**src/rtl/hazard_stall_controller_pkg.sv**
```systemverilog
// Shared encodings for the pipeline hazard/stall sequencer.
package hazard_stall_controller_pkg;

  typedef enum logic {
    ST_RUN     = 1'b0,
    ST_MD_WAIT = 1'b1
  } state_t;

  localparam logic [4:0] REG_X0 = 5'd0;

endpackage

```
**src/rtl/hazard_stall_controller_if.sv**
```systemverilog
// Pipeline-side hazard sources and stage stall/flush controls.
interface hazard_stall_controller_if #(
  parameter int CNT_W = 32
);
  logic [4:0]       ID_rs1;
  logic [4:0]       ID_rs2;
  logic             ID_Use_rs1;
  logic             ID_Use_rs2;
  logic             EX_Mem_Read;
  logic             EX_Write_Enable;
  logic [4:0]       EX_WriteAddress;
  logic             EX_Redirect;
  logic             EX_MulDiv_Start;
  logic             MulDiv_Done;
  logic             PC_Stall;
  logic             IF_ID_Stall;
  logic             IF_ID_Flush;
  logic             ID_EX_Stall;
  logic             ID_EX_Flush;
  logic             EX_MEM_Flush;
  logic             MulDiv_Timeout;
  logic [CNT_W-1:0] Stall_Count;

  modport master (
    output ID_rs1, ID_rs2, ID_Use_rs1, ID_Use_rs2, EX_Mem_Read, EX_Write_Enable,
           EX_WriteAddress, EX_Redirect, EX_MulDiv_Start, MulDiv_Done,
    input  PC_Stall, IF_ID_Stall, IF_ID_Flush, ID_EX_Stall, ID_EX_Flush,
           EX_MEM_Flush, MulDiv_Timeout, Stall_Count
  );

  modport slave (
    input  ID_rs1, ID_rs2, ID_Use_rs1, ID_Use_rs2, EX_Mem_Read, EX_Write_Enable,
           EX_WriteAddress, EX_Redirect, EX_MulDiv_Start, MulDiv_Done,
    output PC_Stall, IF_ID_Stall, IF_ID_Flush, ID_EX_Stall, ID_EX_Flush,
           EX_MEM_Flush, MulDiv_Timeout, Stall_Count
  );
endinterface

```
**src/rtl/hazard_stall_controller.sv**
```systemverilog
// Stall/flush sequencer for the 5-stage core: load-use, EX redirects and multi-cycle M-ops.
// state      | meaning
// ST_RUN     | normal issue; resolve redirect > M-op start > load-use
// ST_MD_WAIT | M-op holds EX; stall front end until done or timeout
module hazard_stall_controller
  import hazard_stall_controller_pkg::*;
#(
  parameter int MD_TIMEOUT = 64,
  parameter int CNT_W      = 32
) (
  input logic                       CLK,
  input logic                       Reset,
  hazard_stall_controller_if.slave  hz
);

  localparam int WAIT_W = $clog2(MD_TIMEOUT + 1);
  localparam logic [WAIT_W-1:0] WAIT_LIMIT = WAIT_W'(MD_TIMEOUT);

  state_t             state_q, state_d;
  logic [WAIT_W-1:0]  wait_q, wait_d;
  logic [CNT_W-1:0]   stall_cnt_q;
  logic               timeout_q;
  logic               timeout_set;
  logic               load_use;
  logic               pc_stall, if_id_stall, if_id_flush;
  logic               id_ex_stall, id_ex_flush, ex_mem_flush;

  assign load_use = hz.EX_Mem_Read && hz.EX_Write_Enable && (hz.EX_WriteAddress != REG_X0)
                    && ((hz.ID_Use_rs1 && (hz.ID_rs1 == hz.EX_WriteAddress))
                     || (hz.ID_Use_rs2 && (hz.ID_rs2 == hz.EX_WriteAddress)));

  always_comb begin
    state_d      = state_q;
    wait_d       = wait_q;
    timeout_set  = 1'b0;
    pc_stall     = 1'b0;
    if_id_stall  = 1'b0;
    if_id_flush  = 1'b0;
    id_ex_stall  = 1'b0;
    id_ex_flush  = 1'b0;
    ex_mem_flush = 1'b0;
    if (!Reset) begin
      if_id_flush  = 1'b1;
      id_ex_flush  = 1'b1;
      ex_mem_flush = 1'b1;
    end else begin
      case (state_q)
        ST_RUN: begin
          if (hz.EX_Redirect) begin
            if_id_flush = 1'b1;
            id_ex_flush = 1'b1;
          end else if (hz.EX_MulDiv_Start && !hz.MulDiv_Done) begin
            pc_stall     = 1'b1;
            if_id_stall  = 1'b1;
            id_ex_stall  = 1'b1;
            ex_mem_flush = 1'b1;
            state_d      = ST_MD_WAIT;
            wait_d       = WAIT_W'(1);
          end else if (load_use) begin
            pc_stall    = 1'b1;
            if_id_stall = 1'b1;
            id_ex_flush = 1'b1;
          end
        end
        ST_MD_WAIT: begin
          // EX is occupied by the M-op, so redirect and load-use cannot apply here
          if (hz.MulDiv_Done) begin
            state_d = ST_RUN;
            wait_d  = '0;
          end else if (wait_q < WAIT_LIMIT) begin
            pc_stall     = 1'b1;
            if_id_stall  = 1'b1;
            id_ex_stall  = 1'b1;
            ex_mem_flush = 1'b1;
            wait_d       = wait_q + 1'b1;
          end else begin
            timeout_set = 1'b1;
            state_d     = ST_RUN;
            wait_d      = '0;
          end
        end
        default: begin
          state_d = ST_RUN;
          wait_d  = '0;
        end
      endcase
    end
  end

  always_ff @(posedge CLK) begin
    if (!Reset) begin
      state_q     <= ST_RUN;
      wait_q      <= '0;
      stall_cnt_q <= '0;
      timeout_q   <= 1'b0;
    end else begin
      state_q <= state_d;
      wait_q  <= wait_d;
      if (timeout_set) timeout_q <= 1'b1;
      if (pc_stall && (stall_cnt_q != '1)) stall_cnt_q <= stall_cnt_q + 1'b1;
    end
  end

  assign hz.PC_Stall       = pc_stall;
  assign hz.IF_ID_Stall    = if_id_stall;
  assign hz.IF_ID_Flush    = if_id_flush;
  assign hz.ID_EX_Stall    = id_ex_stall;
  assign hz.ID_EX_Flush    = id_ex_flush;
  assign hz.EX_MEM_Flush   = ex_mem_flush;
  assign hz.MulDiv_Timeout = timeout_q;
  assign hz.Stall_Count    = stall_cnt_q;

endmodule

```
**src/flat_wrapper.sv**
```systemverilog
// flat-port wrapper written by rule: the top's interface ports become plain ports
module hazard_stall_controller_flat import hazard_stall_controller_pkg::*;
#(
  parameter int MD_TIMEOUT = 64,
  parameter int CNT_W      = 32
)
  (CLK, Reset, hz_ID_rs1, hz_ID_rs2, hz_ID_Use_rs1, hz_ID_Use_rs2, hz_EX_Mem_Read, hz_EX_Write_Enable, hz_EX_WriteAddress, hz_EX_Redirect, hz_EX_MulDiv_Start, hz_MulDiv_Done, hz_PC_Stall, hz_IF_ID_Stall, hz_IF_ID_Flush, hz_ID_EX_Stall, hz_ID_EX_Flush, hz_EX_MEM_Flush, hz_MulDiv_Timeout, hz_Stall_Count);
  hazard_stall_controller_if #(.CNT_W(CNT_W)) hz_i ();
  input logic CLK;
  input logic Reset;
  input wire logic [$bits(hz_i.ID_rs1)-1:0] hz_ID_rs1;
  input wire logic [$bits(hz_i.ID_rs2)-1:0] hz_ID_rs2;
  input wire logic [$bits(hz_i.ID_Use_rs1)-1:0] hz_ID_Use_rs1;
  input wire logic [$bits(hz_i.ID_Use_rs2)-1:0] hz_ID_Use_rs2;
  input wire logic [$bits(hz_i.EX_Mem_Read)-1:0] hz_EX_Mem_Read;
  input wire logic [$bits(hz_i.EX_Write_Enable)-1:0] hz_EX_Write_Enable;
  input wire logic [$bits(hz_i.EX_WriteAddress)-1:0] hz_EX_WriteAddress;
  input wire logic [$bits(hz_i.EX_Redirect)-1:0] hz_EX_Redirect;
  input wire logic [$bits(hz_i.EX_MulDiv_Start)-1:0] hz_EX_MulDiv_Start;
  input wire logic [$bits(hz_i.MulDiv_Done)-1:0] hz_MulDiv_Done;
  output wire logic [$bits(hz_i.PC_Stall)-1:0] hz_PC_Stall;
  output wire logic [$bits(hz_i.IF_ID_Stall)-1:0] hz_IF_ID_Stall;
  output wire logic [$bits(hz_i.IF_ID_Flush)-1:0] hz_IF_ID_Flush;
  output wire logic [$bits(hz_i.ID_EX_Stall)-1:0] hz_ID_EX_Stall;
  output wire logic [$bits(hz_i.ID_EX_Flush)-1:0] hz_ID_EX_Flush;
  output wire logic [$bits(hz_i.EX_MEM_Flush)-1:0] hz_EX_MEM_Flush;
  output wire logic [$bits(hz_i.MulDiv_Timeout)-1:0] hz_MulDiv_Timeout;
  output wire logic [$bits(hz_i.Stall_Count)-1:0] hz_Stall_Count;
  assign hz_i.ID_rs1 = hz_ID_rs1;
  assign hz_i.ID_rs2 = hz_ID_rs2;
  assign hz_i.ID_Use_rs1 = hz_ID_Use_rs1;
  assign hz_i.ID_Use_rs2 = hz_ID_Use_rs2;
  assign hz_i.EX_Mem_Read = hz_EX_Mem_Read;
  assign hz_i.EX_Write_Enable = hz_EX_Write_Enable;
  assign hz_i.EX_WriteAddress = hz_EX_WriteAddress;
  assign hz_i.EX_Redirect = hz_EX_Redirect;
  assign hz_i.EX_MulDiv_Start = hz_EX_MulDiv_Start;
  assign hz_i.MulDiv_Done = hz_MulDiv_Done;
  assign hz_PC_Stall = hz_i.PC_Stall;
  assign hz_IF_ID_Stall = hz_i.IF_ID_Stall;
  assign hz_IF_ID_Flush = hz_i.IF_ID_Flush;
  assign hz_ID_EX_Stall = hz_i.ID_EX_Stall;
  assign hz_ID_EX_Flush = hz_i.ID_EX_Flush;
  assign hz_EX_MEM_Flush = hz_i.EX_MEM_Flush;
  assign hz_MulDiv_Timeout = hz_i.MulDiv_Timeout;
  assign hz_Stall_Count = hz_i.Stall_Count;
  hazard_stall_controller #(.MD_TIMEOUT(MD_TIMEOUT), .CNT_W(CNT_W)) u_core (.CLK(CLK), .Reset(Reset), .hz(hz_i));
endmodule
```
**config.mk**
```make
export PLATFORM = sky130hd
export DESIGN_NAME = hazard_stall_controller_flat
export DESIGN_NICKNAME = d
export VERILOG_FILES = /design/src/rtl/hazard_stall_controller_pkg.sv /design/src/rtl/hazard_stall_controller_if.sv /design/src/rtl/hazard_stall_controller.sv /design/src/flat_wrapper.sv
export SDC_FILE = /design/constraint.sdc
export NUM_CORES = 1
export LEC_CHECK = 0
export ABC_CLOCK_PERIOD_IN_PS = 3470
export CAP_MARGIN = 20
export CORE_MARGIN = 3
export CORE_UTILIZATION = 35
export CTS_BUF_LIST = sky130_fd_sc_hd__clkbuf_4 sky130_fd_sc_hd__clkbuf_8
export CTS_CLUSTER_SIZE = 20
export DETAILED_ROUTE_END_ITERATION = 8
export SLEW_MARGIN = 15
export SYNTH_ARGS = -nofsm -noshare
export SYNTH_HDL_FRONTEND = slang
export SYNTH_SLANG_ARGS = --single-unit
```
**constraint.sdc**
```tcl
create_clock -name CLK -period 3.47 [get_ports CLK]
set_input_delay 0.5205 -clock CLK [delete_from_list [all_inputs] [get_ports CLK]]
set_output_delay 0.5205 -clock CLK [all_outputs]
set_load 0.02 [all_outputs]
```
==> impl_summary.txt <==
----------------------------------------------------
[Run status]
  Status ... complete, no violations

[Yosys]
  Sequential fraction of the synthesis area ... 0.371
  Flip-flop and latch count after synthesis ... 41
  Post-synthesis async set-or-reset flop share ... 0
  Count of unique library cells instantiated by Yosys ... 46
  Cells taking the most area after synthesis ... dfxtp_1, a21oi_1, o31ai_1, or4_1, or3_1
  Gate count after technology mapping ... 276
  Number of enable-type register cells in the synthesized netlist ... 0
  Share of the synthesized area in the top cell type ... 0.371
  Post-Syn Area per Cell ... 8.02 µm²
  Predominant post-synthesis flop cell ... dfxtp_1
  Area of the mapped netlist ... 0.00221 mm²
  Post-synthesis net count ... 302
  Warnings from Yosys ... 0
  Cell type with the highest aggregate area in the netlist ... dfxtp_1

[Worst setup path]
  Top fanout value on the critical path ... 3
  Arrival time of data at the critical path endpoint ... 2.60 ns
  Category of the most critical setup path ... in -> out
  Crit. path cell count ... 6
  Endpoint class of the critical path ... output pin
  Worst-case reg-to-reg path depth ... 7
  Critical path's slowest cell ... clkdlybuf4s50_1
  Required time of the critical path ... 2.95 ns
  Cells along the critical path ... clkdlybuf4s50_1, or4_1, o211ai_1, nand2b_1, a21oi_1, clkdlybuf4s50_1
  Element type at the critical path start ... primary input
  Total buffers and inverters traversed by the critical path ... 2
  Cell repeated most along the worst path ... clkdlybuf4s50_1
  Crit-path leading delay family ... buffers and inverters
  Worst reg-to-reg setup slack ... 1.08 ns
  Slowest Stage Delay on Critical Path ... 0.57 ns

[Detailed routing]
  Number of DRC violations after detailed-routing iteration 0 ... 98
  Number of nets with antenna violations after routing ... 0
  Post-DR wirelength/cell ... 14.5 µm
  DRT Wirelength ... 6000 µm
  Length of the first detailed-routing pass in iterations ... 4
  Per-cell via count in the routed design ... 5.49
  DRC violation count after routing ... 0
  Via count of the routed design ... 2272

[Timing]
  PnR worst setup slack ... 0.345 ns
  Number of pins exceeding their max-slew limit in the final report ... 0
  Post-route minimum period ... 3.13 ns
  # setup viols final ... 0
  Slew of the pin with the lowest slew margin ... 0.503 ns
  RSZ-0062 raised after global routing ... false
  Hold Fails Final Rpt ... 0
  Total negative slack for setup checks ... 0 ns
  Headroom to the max-slew limit ... 0.665
  Post-route worst hold slack ... 0.470 ns
  Period utilization ... 0.901
  Highest Clock Rate ... 0.320 GHz
  Worst Skew ... 0.00520 ns

[Floorplan]
  Placeable core region ... 0.00603 mm²
  Initial standard-cell utilization of the core ... 0.367
  Top-level I/O count ... 63
  Die Height ... 85.5 µm
  Die ar. ... 0.00731 mm²
  Horiz. Die Dim ... 85.5 µm
  Standard-cell rows ... 28

[Clocking]
  Quantity of gates resized following cts ... 0
  Total of hold buffers inserted after clock tree synthesis ... 0
  Number of setup buffers added after CTS ... 0
  Clk Latency, worst-skew pair ... 0.29 ns
  Number of buffers between clock root and the deepest sink ... 2
  H-tree level count ... 2
  CTS tree ... done
  CTS Root Buffer Type ... clkbuf_8
  TritonCTS Sinks ... 41
  CTS buffer count ... 5
  Clock slew at reported path FFs ... 0.08 ns

[Global routing]
  All-layer global routing usage ... 0.174
  Number of global-route vias before repair ... 2187
  Antenna violations before repair ... 0
  Largest net degree at the start of global routing ... 34
  Gr ovfl total ... 0
  First-pass GRT wire length ... 10400 µm

[Layout]
  Post-layout utilization of the core ... 0.497
  Fin cells ... 414
  Post-route cell area ... 0.00300 mm²
  Area occupied by registers ... 821 µm²
  ANT cells ... 0
  Total of fill cells in the finished design ... 594
  Synthesis-to-finish area growth ... 35.4%
  Final #Nets ... 364
  Layout cell share with drive strength beyond 1 ... 0.0649
  Multi-input gate area in the final layout ... 0.00130 mm²

[Place]
  Placer Congestion ... 0.808
  Total placed cells including tap cells ... 406
  Count of port buffers added during placement ... 62
  Worst slack after detailed placement ... 0.355 ns
  Detailed Place HPWL ... 4380 µm
  Placed cell areas ... 0.00291 mm²

[Job]
  Max-cap violation count ... 0

[Power and ir drop]
  Highest ir drop seen on vdd ... 0.000173 V
  Power density of the placed cells ... 293 mW/mm²
  Total Power ... 879 µW
  Leakage dissipation ... 0.906 nW

[Worst hold path]
  Hold path depth ... 2
  Hold WC Path Type ... reg -> reg

----------------------------------------------------
[registers in the layout (all words and copies together) (netlist names)]
signal,flops
u_core.state_q,1
u_core.hz.Stall_Count,32
u_core.hz.MulDiv_Timeout,1
u_core.wait_q,7
[tightest hold or removal path: stages, from the launching register on]
cell and delay, ns:
dfxtp_1 0.33, a31oi_1 0.04, nor2_1 0.07
[final cells by class]
cell class              instances  area share
multi-input cells             214       0.435
flip-flops and latches         41       0.274
repair buffers                 67       0.220
well taps                      75      0.0313
clock buffers                   5      0.0230
inverters                       9      0.0113
clock inverters                 3     0.00585
[cells in the final DEF (no fill, tap or decap), drive strengths merged, types with 2 or more instances in the layout]
master,instances
nand4,13
inv,8
nor3b,2
o31ai,12
o21ai,18
nor2,16
nand2,21
clkbuf,5
ha,2
nand3,18
a21oi,32
nand2b,6
nor3,8
dfxtp,41
nand3b,2
or2,2
clkinv,3
mux2i,3
or3,15
xnor2,10
clkdlybuf4s50,62
buf,5
nor4,3
o211ai,5
or4,12
and3,2
[routing by layer]
layer  wire [µm]  track usage  up-vias
met5           0            0        -
met4          37       0.0388        0
met3         239       0.0317        2
met2        2930        0.299       47
met1        2790        0.228     1069
li1            -            -     1154
[path summary, 6_finish.rpt]
kind                              endpoint                startpoint
setup / recovery               hz_PC_Stall     hz_EX_WriteAddress[0]
hold / removal    u_core.hz.MulDiv_Timeout  u_core.hz.MulDiv_Timeout
hold reg to reg   u_core.hz.MulDiv_Timeout  u_core.hz.MulDiv_Timeout
setup reg to reg  u_core.hz.Stall_Count[6]            u_core.state_q
[kinds of logic (layout without fill, tap and decap cells)]
family | after synthesis | in the layout | synth area share
and+or+nand+nor | 121 | 121 | 0.313
AOI/OAI and AO/OA | 77 | 77 | 0.207
DFF | 41 | 41 | 0.371
buffers and inverters | 21 | 84 | 0.0401
xor gates and xnor gates | 11 | 11 | 0.0435
muxes | 3 | 3 | 0.0136
adders and majority gates | 2 | 2 | 0.0113
[synth_stat cells, types with 2 or more instances]
library cell / number
o31ai_1: 12
mux2i_1: 3
or4_1: 12
nand4_1: 11
nand3_1: 17
nor2_1: 15
clkbuf_1: 6
inv_1: 8
o211ai_1: 5
nor3_1: 8
nand2b_1: 6
nand3b_1: 2
and3_1: 2
xnor2_1: 10
nor4_1: 3
nand2_1: 21
or3_1: 14
o21ai_0: 17
or2_2: 2
ha_1: 2
dfxtp_1: 41
a21oi_1: 31
buf_2: 5
[report_power, final]
part | switching (mW) | total, mW | internal [mW] | leakage (nW)
clock | 0.173 | 0.312 | 0.139 | 0.0439
sequential | 0.00220 | 0.474 | 0.472 | 0.330
combinational | 0.0445 | 0.0930 | 0.0485 | 0.532
total | 0.220 | 0.879 | 0.659 | 0.906
Note: power is estimated with default switching activity, not from simulation.
